==> src/rtl/crew_status_scheduler_if.sv <==
// Station-side bus of the crew status scheduler.
// The master modport belongs to the station cluster; the slave modport belongs to the scheduler.
interface crew_status_scheduler_if #(
  parameter int N_STATIONS = 4
);
  localparam int IW = (N_STATIONS > 1) ? $clog2(N_STATIONS) : 1;

  logic [N_STATIONS-1:0]   req;
  logic [8*N_STATIONS-1:0] status_in;
  logic                    alarm_clr;
  logic [N_STATIONS-1:0]   ack;
  logic                    score_valid;
  logic [15:0]             score_out;
  logic [IW-1:0]           score_station;
  logic                    crit_alarm;
  logic [N_STATIONS-1:0]   stale;

  modport master (
    output req, status_in, alarm_clr,
    input  ack, score_valid, score_out, score_station, crit_alarm, stale
  );

  modport slave (
    input  req, status_in, alarm_clr,
    output ack, score_valid, score_out, score_station, crit_alarm, stale
  );
endinterface

==> src/rtl/crew_status_scheduler.sv <==
// Round-robin scheduler sharing one risk scorer among N_STATIONS crew stations.
// A transaction takes three cycles: IDLE (grant and snapshot), SETTLE (scorer samples),
// CAPTURE (score registered, ack pulsed). A sticky alarm latches scores of 16'h8000.
// Optional per-station staleness watchdog is built when CREW_SCHED_WATCHDOG_EN is defined;
// otherwise the stale flags are tied to 0.
module crew_status_scheduler #(
  parameter int N_STATIONS = 4,
  parameter int TIMEOUT    = 255
) (
  input  logic                    i_clk,
  input  logic                    i_rst,
  crew_status_scheduler_if.slave  bus,
  output logic [7:0]              o_proc_status,
  input  logic [15:0]             i_proc_score
);

  localparam int IW = (N_STATIONS > 1) ? $clog2(N_STATIONS) : 1;

  typedef enum logic [1:0] {
    S_IDLE    = 2'd0,
    S_SETTLE  = 2'd1,
    S_CAPTURE = 2'd2
  } state_t;

  state_t                r_state;
  logic [IW-1:0]         r_ptr;
  logic [IW-1:0]         r_idx;
  logic [7:0]            r_proc_status;
  logic [15:0]           r_score_out;
  logic [IW-1:0]         r_score_station;
  logic [N_STATIONS-1:0] r_ack;
  logic                  r_score_valid;
  logic                  r_crit_alarm;

  logic                  w_any;
  logic [IW-1:0]         w_winner;
  logic [7:0]            w_status_sel;
  logic                  w_capture;

  // Station index reached k steps after the pointer, wrapping around the ring.
  function automatic int wrap_idx(input int p, input int k);
    return (p + k) % N_STATIONS;
  endfunction

  assign w_capture = (r_state == S_CAPTURE);

  // Round-robin pick: scan from farthest to nearest so the nearest requester at or after ptr wins.
  always_comb begin
    w_any        = 1'b0;
    w_winner     = '0;
    w_status_sel = 8'h00;
    for (int k = N_STATIONS - 1; k >= 0; k--) begin
      w_any        = w_any | bus.req[wrap_idx(int'(r_ptr), k)];
      w_winner     = bus.req[wrap_idx(int'(r_ptr), k)] ? IW'(wrap_idx(int'(r_ptr), k)) : w_winner;
      w_status_sel = bus.req[wrap_idx(int'(r_ptr), k)] ?
                     bus.status_in[8*wrap_idx(int'(r_ptr), k) +: 8] : w_status_sel;
    end
  end

  // Transaction FSM with registered scorer drive, result outputs, pointer and sticky alarm.
  always_ff @(posedge i_clk) begin
    if (i_rst) begin
      r_state         <= S_IDLE;
      r_ptr           <= '0;
      r_idx           <= '0;
      r_proc_status   <= 8'h00;
      r_score_out     <= 16'h0000;
      r_score_station <= '0;
      r_ack           <= '0;
      r_score_valid   <= 1'b0;
      r_crit_alarm    <= 1'b0;
    end else begin
      r_ack         <= '0;
      r_score_valid <= 1'b0;
      case (r_state)
        S_IDLE: begin
          if (w_any) begin
            r_proc_status <= w_status_sel;
            r_idx         <= w_winner;
            r_state       <= S_SETTLE;
          end else begin
            r_state <= S_IDLE;
          end
        end
        S_SETTLE: begin
          r_state <= S_CAPTURE;
        end
        S_CAPTURE: begin
          r_score_out     <= i_proc_score;
          r_score_station <= r_idx;
          r_score_valid   <= 1'b1;
          r_ack[r_idx]    <= 1'b1;
          if (r_idx == IW'(N_STATIONS - 1)) begin
            r_ptr <= '0;
          end else begin
            r_ptr <= r_idx + 1'b1;
          end
          r_state <= S_IDLE;
        end
        default: begin
          r_state <= S_IDLE;
        end
      endcase
      // A critical capture takes priority over a clear in the same cycle.
      if (w_capture && (i_proc_score == 16'h8000)) begin
        r_crit_alarm <= 1'b1;
      end else if (bus.alarm_clr) begin
        r_crit_alarm <= 1'b0;
      end else begin
        r_crit_alarm <= r_crit_alarm;
      end
    end
  end

  assign o_proc_status     = r_proc_status;
  assign bus.score_out     = r_score_out;
  assign bus.score_station = r_score_station;
  assign bus.ack           = r_ack;
  assign bus.score_valid   = r_score_valid;
  assign bus.crit_alarm    = r_crit_alarm;

`ifdef CREW_SCHED_WATCHDOG_EN
  localparam int CW = $clog2(TIMEOUT + 1);

  logic [CW-1:0]         r_wd_cnt [N_STATIONS];
  logic [N_STATIONS-1:0] r_stale;

  // Per-station saturating age counters; cleared on the edge that raises that station's ack.
  always_ff @(posedge i_clk) begin
    if (i_rst) begin
      for (int i = 0; i < N_STATIONS; i++) begin
        r_wd_cnt[i] <= '0;
      end
      r_stale <= '0;
    end else begin
      for (int i = 0; i < N_STATIONS; i++) begin
        if (w_capture && (r_idx == IW'(i))) begin
          r_wd_cnt[i] <= '0;
          r_stale[i]  <= 1'b0;
        end else if (r_wd_cnt[i] == CW'(TIMEOUT)) begin
          r_wd_cnt[i] <= r_wd_cnt[i];
          r_stale[i]  <= 1'b1;
        end else begin
          r_wd_cnt[i] <= r_wd_cnt[i] + 1'b1;
          r_stale[i]  <= ((r_wd_cnt[i] + 1'b1) == CW'(TIMEOUT));
        end
      end
    end
  end

  assign bus.stale = r_stale;
`else
  assign bus.stale = '0;
`endif

endmodule

==> src/flat_wrapper.sv <==
// flat-port wrapper written by rule: the top's interface ports become plain ports
module crew_status_scheduler_flat 
#(
  parameter int N_STATIONS = 4,
  parameter int TIMEOUT    = 255
)
  (i_clk, i_rst, o_proc_status, i_proc_score, bus_req, bus_status_in, bus_alarm_clr, bus_ack, bus_score_valid, bus_score_out, bus_score_station, bus_crit_alarm, bus_stale);
  crew_status_scheduler_if #(.N_STATIONS(N_STATIONS)) bus_i ();
  input  logic i_clk;
  input  logic i_rst;
  output logic [7:0] o_proc_status;
  input  logic [15:0] i_proc_score;
  input wire logic [$bits(bus_i.req)-1:0] bus_req;
  input wire logic [$bits(bus_i.status_in)-1:0] bus_status_in;
  input wire logic [$bits(bus_i.alarm_clr)-1:0] bus_alarm_clr;
  output wire logic [$bits(bus_i.ack)-1:0] bus_ack;
  output wire logic [$bits(bus_i.score_valid)-1:0] bus_score_valid;
  output wire logic [$bits(bus_i.score_out)-1:0] bus_score_out;
  output wire logic [$bits(bus_i.score_station)-1:0] bus_score_station;
  output wire logic [$bits(bus_i.crit_alarm)-1:0] bus_crit_alarm;
  output wire logic [$bits(bus_i.stale)-1:0] bus_stale;
  assign bus_i.req = bus_req;
  assign bus_i.status_in = bus_status_in;
  assign bus_i.alarm_clr = bus_alarm_clr;
  assign bus_ack = bus_i.ack;
  assign bus_score_valid = bus_i.score_valid;
  assign bus_score_out = bus_i.score_out;
  assign bus_score_station = bus_i.score_station;
  assign bus_crit_alarm = bus_i.crit_alarm;
  assign bus_stale = bus_i.stale;
  crew_status_scheduler #(.N_STATIONS(N_STATIONS), .TIMEOUT(TIMEOUT)) u_core (.i_clk(i_clk), .i_rst(i_rst), .bus(bus_i), .o_proc_status(o_proc_status), .i_proc_score(i_proc_score));
endmodule
==> config.mk <==
export PLATFORM = sky130hd
export DESIGN_NAME = crew_status_scheduler_flat
export DESIGN_NICKNAME = d
export VERILOG_FILES = /design/src/rtl/crew_status_scheduler_if.sv /design/src/rtl/crew_status_scheduler.sv /design/src/flat_wrapper.sv
export SDC_FILE = /design/constraint.sdc
export NUM_CORES = 1
export LEC_CHECK = 0
export ABC_AREA = 1
export CAP_MARGIN = 20
export CORE_UTILIZATION = 42
export DETAILED_ROUTE_END_ITERATION = 8
export PLACE_DENSITY = 0.77
export REMOVE_ABC_BUFFERS = 1
export SYNTH_ARGS = -nofsm -noshare
export SYNTH_HDL_FRONTEND = slang
export SYNTH_SLANG_ARGS = --single-unit
==> constraint.sdc <==
create_clock -name i_clk -period 1.4 [get_ports i_clk]
set_input_delay 0.21 -clock i_clk [delete_from_list [all_inputs] [get_ports i_clk]]
set_output_delay 0.21 -clock i_clk [all_outputs]
set_load 0.01 [all_outputs]
==> results of run 1 <==
power breakdown:
group	internal, µW	switching [µW]	total (µW)
clock network	396	415	810
logic	889	1160	2050
registers	1200	86.8	1290
total	2490	1660	4150
worst min path at each step:
stage	start	to	depth (start not counted)
5_1_grt	u_core.r_state[1]	u_core.r_state[1]	1
4_1_cts	u_core.r_state[1]	u_core.r_state[1]	1
3_5_place_dp	u_core.r_state[1]	u_core.r_state[1]	1
3_3_place_gp	u_core.r_state[1]	u_core.r_state[1]	1
6_report	u_core.r_state[1]	u_core.r_state[1]	1
2_1_floorplan	i_rst	u_core.o_proc_status[0]	1
flip-flops by register name, indices dropped and copies added (netlist names):
register and flops:
u_core.bus.score_out 16, u_core.o_proc_status 8, u_core.r_ptr 2, u_core.bus.ack 4
u_core.bus.score_valid 1, u_core.r_state 2, u_core.r_idx 2, u_core.bus.score_station 2
u_core.bus.crit_alarm 1
per-layer routing:
layer,vias up,share of wire,track usage
li1,1769,-,-
met1,1614,0.41,0.280
met2,128,0.51,0.460
met3,25,0.055,0.0326
met4,0,0.022,0.0878
met5,-,0,0
what timing repair did:
item / in CTS / in global routing
gates resized for setup: 51 / 52
setup buffers: 3 / 2
hold endpoints to repair: 0 / 0
setup endpoints to repair: 23 / 23
gates cloned: 2 / 0
pin swaps: 14 / 13
metrics by stage:
step	hold WS, ns	instances
floorplan	0.272	477
global placement	0.439	671
detailed placement	0.443	671
CTS	0.454	683
global route	0.489	685
finish	0.452	685
kinds of logic (layout without fill, tap and decap cells):
kind of cell / Yosys count / count (layout) / share of synthesized area
AOI/OAI and AO/OA: 72 / 72 / 0.138
adders and majority gates: 4 / 4 / 0.0177
buffers and inverters: 70 / 170 / 0.118
DFF: 38 / 38 / 0.269
other: 1 / 4 / 0.00133
and+or+nand+nor: 319 / 320 / 0.456
critical path: cells and delay by family, from the launching register on:
kind / cells / cell delay, ns
flops: 1 / 0.39
simple gates: 6 / 0.58
buf+inv: 2 / 0.36
compound gates: 2 / 0.22
layout by cell type, fill, tap and decap left out, types with 4 or more instances in the layout:
| cell | instances |
|---|---|
| nand3_1 | 20 |
| dlymetal6s2s_1 | 12 |
| a21oi_1 | 22 |
| nor2_1 | 50 |
| ha_1 | 4 |
| buf_6 | 6 |
| nand2_2 | 8 |
| nand2_1 | 212 |
| nand2_4 | 9 |
| inv_1 | 37 |
| a21oi_2 | 9 |
| dlygate4sd2_1 | 13 |
| clkbuf_8 | 6 |
| nand2_8 | 9 |
| o21ai_1 | 6 |
| clkdlybuf4s50_1 | 61 |
| buf_12 | 5 |
| conb_1 | 4 |
| o21ai_0 | 29 |
| dfxtp_1 | 36 |
| buf_4 | 24 |
layout make-up:
cell class,instances,area (µm²),area share
multi-input cells,400,2000,0.459
well taps,77,96.3,0.0221
inverters,40,156,0.0360
clock inverters,2,12.5,0.00288
clock buffers,6,82.6,0.0190
repair buffers,122,1240,0.284
flip-flops and latches,38,768,0.177
==> out/metrics.csv, run 1 <==
stage,metric,value,unit
power,fin_total_pwr,4150,µW
floorplan,core,6420,µm²
floorplan,ioPinCount,91,
sta,drv_slew,0,
worst_setup_path,cp_max_fo,6,
power,leakagePower,0.00231,µW
synth,synth_common_cells,"nand2_1, nor2_1, inv_1",
synth,synth_seq_cells,38,
detailed_routing,num_vias,3536,
layout,fill_cells,557,
synth,ys.flop_type,dfxtp_1,
worst_setup_path,crit_path_start_kind,flop,
place,io_buffers,86,
worst_setup_path,cp-end-kind,flop,
grt,antenna_found_initial,0,
sta,min_period,1.63,ns
worst_setup_path,worst_r2r_path_depth,10,
floorplan,start_util,0.440,
hold_path,min_path_type,flop to flop,
detailed_routing,wl_per_cell,13.2,µm
worst_setup_path,r2r_slack,-0.23,ns
synth,synth_top_area_share,0.301,
place,dp_worst_setup_slack,-0.397,ns
worst_setup_path,required,1.65,ns
worst_setup_path,crit_type,flop to flop,
grt,grt_pass1_wl,14200,µm
clock_network,cts.clk_slew.worst_paths,0.08,ns
detailed_routing,routed_wl,9030,µm
layout,fin_area,4350,µm²
worst_setup_path,crit_end,u_core.o_proc_status[7],
worst_setup_path,path_common_cell,nand2_1,
sta,finalSetupViolCount,11,
power,power.density,953,nW/µm²
layout,area_growth,53.9,%
synth,syn_inst,504,
worst_setup_path,max_stage_delay,0.39,ns
outcome,violations,"design-rule violations, negative setup slack",
detailed_routing,drt-vias-per-instance,5.16,
worst_setup_path,arrival,1.87,ns
synth,ys_warn_count,0,
synth,synth.most_common_cell,nand2_1,
clock_network,h-tree-depth,2,
layout,drive_gt1_frac,0.153,
detailed_routing,first_pass_iters,7,
grt,grt_max_degree,37,
grt,globalRouteOverflowTotal,0,
clock_network,cts_buffer_depth,2,
clock_network,cts_tree,done,
sta,max_freq,0.614,GHz
clock_network,hold_buffers,0,
floorplan,rows,29,
detailed_routing,ant_nets,0,
sta,rsz0062_at_grt,true,
sta,fin_ws,-0.228,ns
place,placed_area,3880,µm²
worst_setup_path,r2r_end,u_core.o_proc_status[7],
sta,fin_setup_tns,-1.84,ns
synth,synth-edff-count,0,
floorplan,die_h,84.0,µm
sta,finalHoldViolCount,0,
grt,grt_pass1_vias,3283,
clock_network,clock-sinks,38,
synth,synthTopCellsByArea,"nand2_1, dfxtp_1, nor2_1",
clock_network,cts_buffers,5,
synth,syn_area,2830,µm²
worst_setup_path,path_cells,"buf_6, nand2_1, o21ai_2, nand2_1, nand2_2, inv_1, nor2_1, nor2_1, nand2_1, a21oi_2",
detailed_routing,drtIter0Drc,248,
power,vdd_drop_max,0.443,mV
synth,synth_top_area_cell,nand2_1,
layout,fin_util,0.677,
layout,antenna_cells,0,
worst_setup_path,r2r_start,u_core.r_ptr[0],
synth,ys_seq_area_frac,0.269,
place,place.gp.congestion,0.948,
outcome,status,"finished, violations left",
clock_network,clock_latency,0.30,ns
flow_run,drv_cap,0,
floorplan,dieWidth,84.0,µm
worst_setup_path,cp-startpoint,u_core.r_ptr[0],
floorplan,dieArea,7060,µm²
grt,grtUsageTotal,0.245,
worst_setup_path,cp_slowest_cell,dfxtp_4,
synth,async_flop_share,0,
detailed_routing,drc_errors,4,
sta,fin_skew,0.00926,ns
layout,final_nets,666,
synth,avgSynthCellArea,5.61,µm²
clock_network,cts_root_buf,clkbuf_8,
sta,min_period_over_period,1.16,
synth,yosysUniqueCellTypes,26,
place,dp_hpwl,6080,µm
(Power assumes the default switching activity.)
==> run 2, diff against run 1 <==
--- a/config.mk
+++ b/config.mk
@@ -7,9 +7,10 @@
 export LEC_CHECK = 0
 export ABC_AREA = 1
 export CAP_MARGIN = 20
-export CORE_UTILIZATION = 42
+export CORE_UTILIZATION = 45
 export DETAILED_ROUTE_END_ITERATION = 8
-export PLACE_DENSITY = 0.77
+export DONT_BUFFER_PORTS = 1
+export HOLD_SLACK_MARGIN = 0.03
 export REMOVE_ABC_BUFFERS = 1
 export SYNTH_ARGS = -nofsm -noshare
 export SYNTH_HDL_FRONTEND = slang
==> run 2 against run 1 <==
  * The run ends with negative setup slack left
  * Cell count decreased by 11%
  * Cell area decreased by 22%
  * Global-route usage decreased by 1.3 points
  * Die area decreased by 6.5%
  * Sequential cell count unchanged
  * Clock power decreased by 12%
  * Clock-buffer cell count decreased by 1
  * Largest cell class unchanged
  * Via count decreased by 15%
  * Maximum frequency increased by 2.8%
  * Setup slack improved by 0.044 ns
  * Critical path depth increased by 1
  * Critical endpoint is now u_core.r_idx[1]
==> out/metrics.csv, run 2 (same netlist as run 1, synthesis figures left out) <==
stage,metric,value,unit,change
outcome,status,"finished, violations left",,
outcome,violations,negative setup slack,,
grt,grtUsageTotal,0.232,,-0.0130
floorplan,start_util,0.472,,+0.0317
clock_network,cts_buffers,5,,unchanged
place,io_buffers,0,,-100%
detailed_routing,num_vias,3000,,-15%
floorplan,dieWidth,81.3,µm,-3.3%
worst_setup_path,crit_type,flop to flop,,
sta,maxSlewHeadroom,0.607,,
floorplan,rows,28,,-3.4%
detailed_routing,wl_per_cell,12.5,µm,-5.4%
worst_setup_path,worst_r2r_path_depth,11,,+1
detailed_routing,drt-vias-per-instance,4.94,,-4.3%
worst_setup_path,crit_path_start_kind,flop,,
clock_network,clock_latency,0.29,ns,about the same
clock_network,clock-sinks,38,,unchanged
layout,final_cells,607,,-11%
clock_network,h-tree-depth,2,,unchanged
sta,max_freq,0.631,GHz,+2.8%
place,dp_worst_setup_slack,-0.279,ns,+0.118 ns
sta,min_period_over_period,1.13,,-0.0312
layout,drive_gt1_frac,0.182,,+0.0294
floorplan,dieArea,6600,µm²,-6.5%
layout,fin_area,3410,µm²,-22%
layout,mostFrequentLayoutCell,nand2_1,,
detailed_routing,drtIter0Drc,79,,-68%
detailed_routing,routed_wl,7570,µm,-16%
detailed_routing,ant_nets,0,,unchanged
layout,largest_register_ffs,16,,unchanged
sta,rsz0062_at_grt,true,,
worst_setup_path,r2r_start,u_core.r_ptr[0],,
worst_setup_path,required,1.58,ns,-0.07 ns
worst_setup_path,r2r_slack,-0.18,ns,+0.04 ns
sta,finalSetupViolCount,11,,unchanged
place,place.gp.congestion,0.890,,-6.0%
sta,finalHoldViolCount,0,,unchanged
grt,grt_pass1_wl,11800,µm,-17%
clock_network,cts_tree,done,,
sta,min_period,1.58,ns,-0.0436 ns
grt,globalRouteOverflowTotal,0,,unchanged
sta,drv_slew,0,,unchanged
sta,tightest_slew,0.588,ns,
layout,final_cell_mix,"nand2_1, nor2_1, inv_1",,
hold_path,whs_path_depth,2,,+1
clock_network,cts.clk_slew.worst_paths,0.07,ns,about the same
place,dp_hpwl,5580,µm,-8.3%
place,placed_area,3100,µm²,-20%
hold_path,min_path_type,input port to flop,,
detailed_routing,drc_errors,0,,-4
floorplan,die_h,81.3,µm,-3.3%
power,power.density,1080,nW/µm²,+14%
power,fin_total_pwr,3690,µW,-11%
sta,fin_ws,-0.184,ns,+0.0436 ns
layout,area_growth,20.6,%,
detailed_routing,first_pass_iters,4,,-3
layout,antenna_cells,0,,unchanged
power,vdd_drop_max,0.601,mV,+36%
grt,antenna_found_initial,0,,unchanged
sta,holdWs,0.0460,ns,-0.406 ns
worst_setup_path,cp_max_fo,6,,unchanged
place,dpl.cell_count,595,,-11%
worst_setup_path,arrival,1.76,ns,-0.11 ns
clock_network,cts_root_buf,clkbuf_8,,
grt,grt_pass1_vias,2647,,-19%
floorplan,core,5990,µm²,-6.7%
worst_setup_path,cp-end-kind,flop,,
floorplan,ioPinCount,91,,unchanged
power,leakagePower,0.00175,µW,-24%
hold_path,hold_path_end,u_core.bus.score_out[6],,
grt,grt_max_degree,27,,-27%
hold_path,holdCritStartpoint,i_proc_score[6],,
flow_run,drv_cap,0,,unchanged
worst_setup_path,r2r_end,u_core.r_idx[1],,
sta,fin_skew,0.00506,ns,-0.00420 ns
clock_network,cts_buffer_depth,2,,unchanged
layout,final_nets,591,,-11%
==> run 2: what timing repair did <==
item / in CTS / in global routing
gates resized for setup: 22 / 33
cloned: 0 / 1
pin swaps: 6 / 13
hold endpoints to repair: 12 / 0
endpoints found under the setup margin: 11 / 11
hold buffers: 1 / 0
setup buffers: 0 / 3
==> run 2: worst max path at each step <==
stage | from | endpoint | slack, ns | depth (start not counted)
floorplan | u_core.r_ptr[0] | u_core.o_proc_status[0] | -1.54 | 11
global placement | u_core.r_ptr[0] | u_core.o_proc_status[2] | -0.25 | 10
detailed placement | u_core.r_ptr[0] | u_core.o_proc_status[2] | -0.28 | 10
CTS | u_core.r_ptr[0] | u_core.r_idx[0] | -0.12 | 11
global route | u_core.r_ptr[0] | u_core.r_idx[1] | -0.25 | 10
finish | u_core.r_ptr[0] | u_core.r_idx[1] | -0.18 | 11
==> run 2: report_power, final <==
| part | internal (µW) | switching, µW |
|---|---|---|
| Clock | 334 | 376 |
| Combinational | 684 | 940 |
| Sequential | 1200 | 150 |
==> run 2: final cells by class <==
| cell class | count | area [µm²] |
|---|---|---|
| clock buffers | 5 | 68.8 |
| clock inverters | 2 | 10.0 |
| fillers | 620 | 2580 |
| inverters | 40 | 155 |
| multi-input cells | 399 | 1880 |
| flip-flops and latches | 38 | 766 |
| well taps | 75 | 93.8 |
| repair buffers | 48 | 439 |
==> run 2: metal layers <==
metal,share of wire,GRT usage
met3,0.045,0.0483
met4,0.015,0.0661
met5,0,0
met2,0.48,0.383
met1,0.46,0.302
==> run 2: critical path, stage by stage (launching register included) <==
cell,delay (ns)
dfxtp_4,0.40
buf_12,0.15
nand2_1,0.06
o21ai_2,0.07
nand2_1,0.13
buf_4,0.12
buf_4,0.08
nand2_1,0.05
a22oi_1,0.23
nand2_1,0.08
nand2_1,0.06
a21oi_1,0.04
==> run 2: through the flow <==
step           setup TNS [ns]  utilization
3_3_place_gp            -1.48        0.517
2_1_floorplan          -16.84            -
3_5_place_dp            -1.86        0.517
4_1_cts                -0.991        0.540
6_report                -1.61        0.569
5_1_grt                 -2.43        0.569
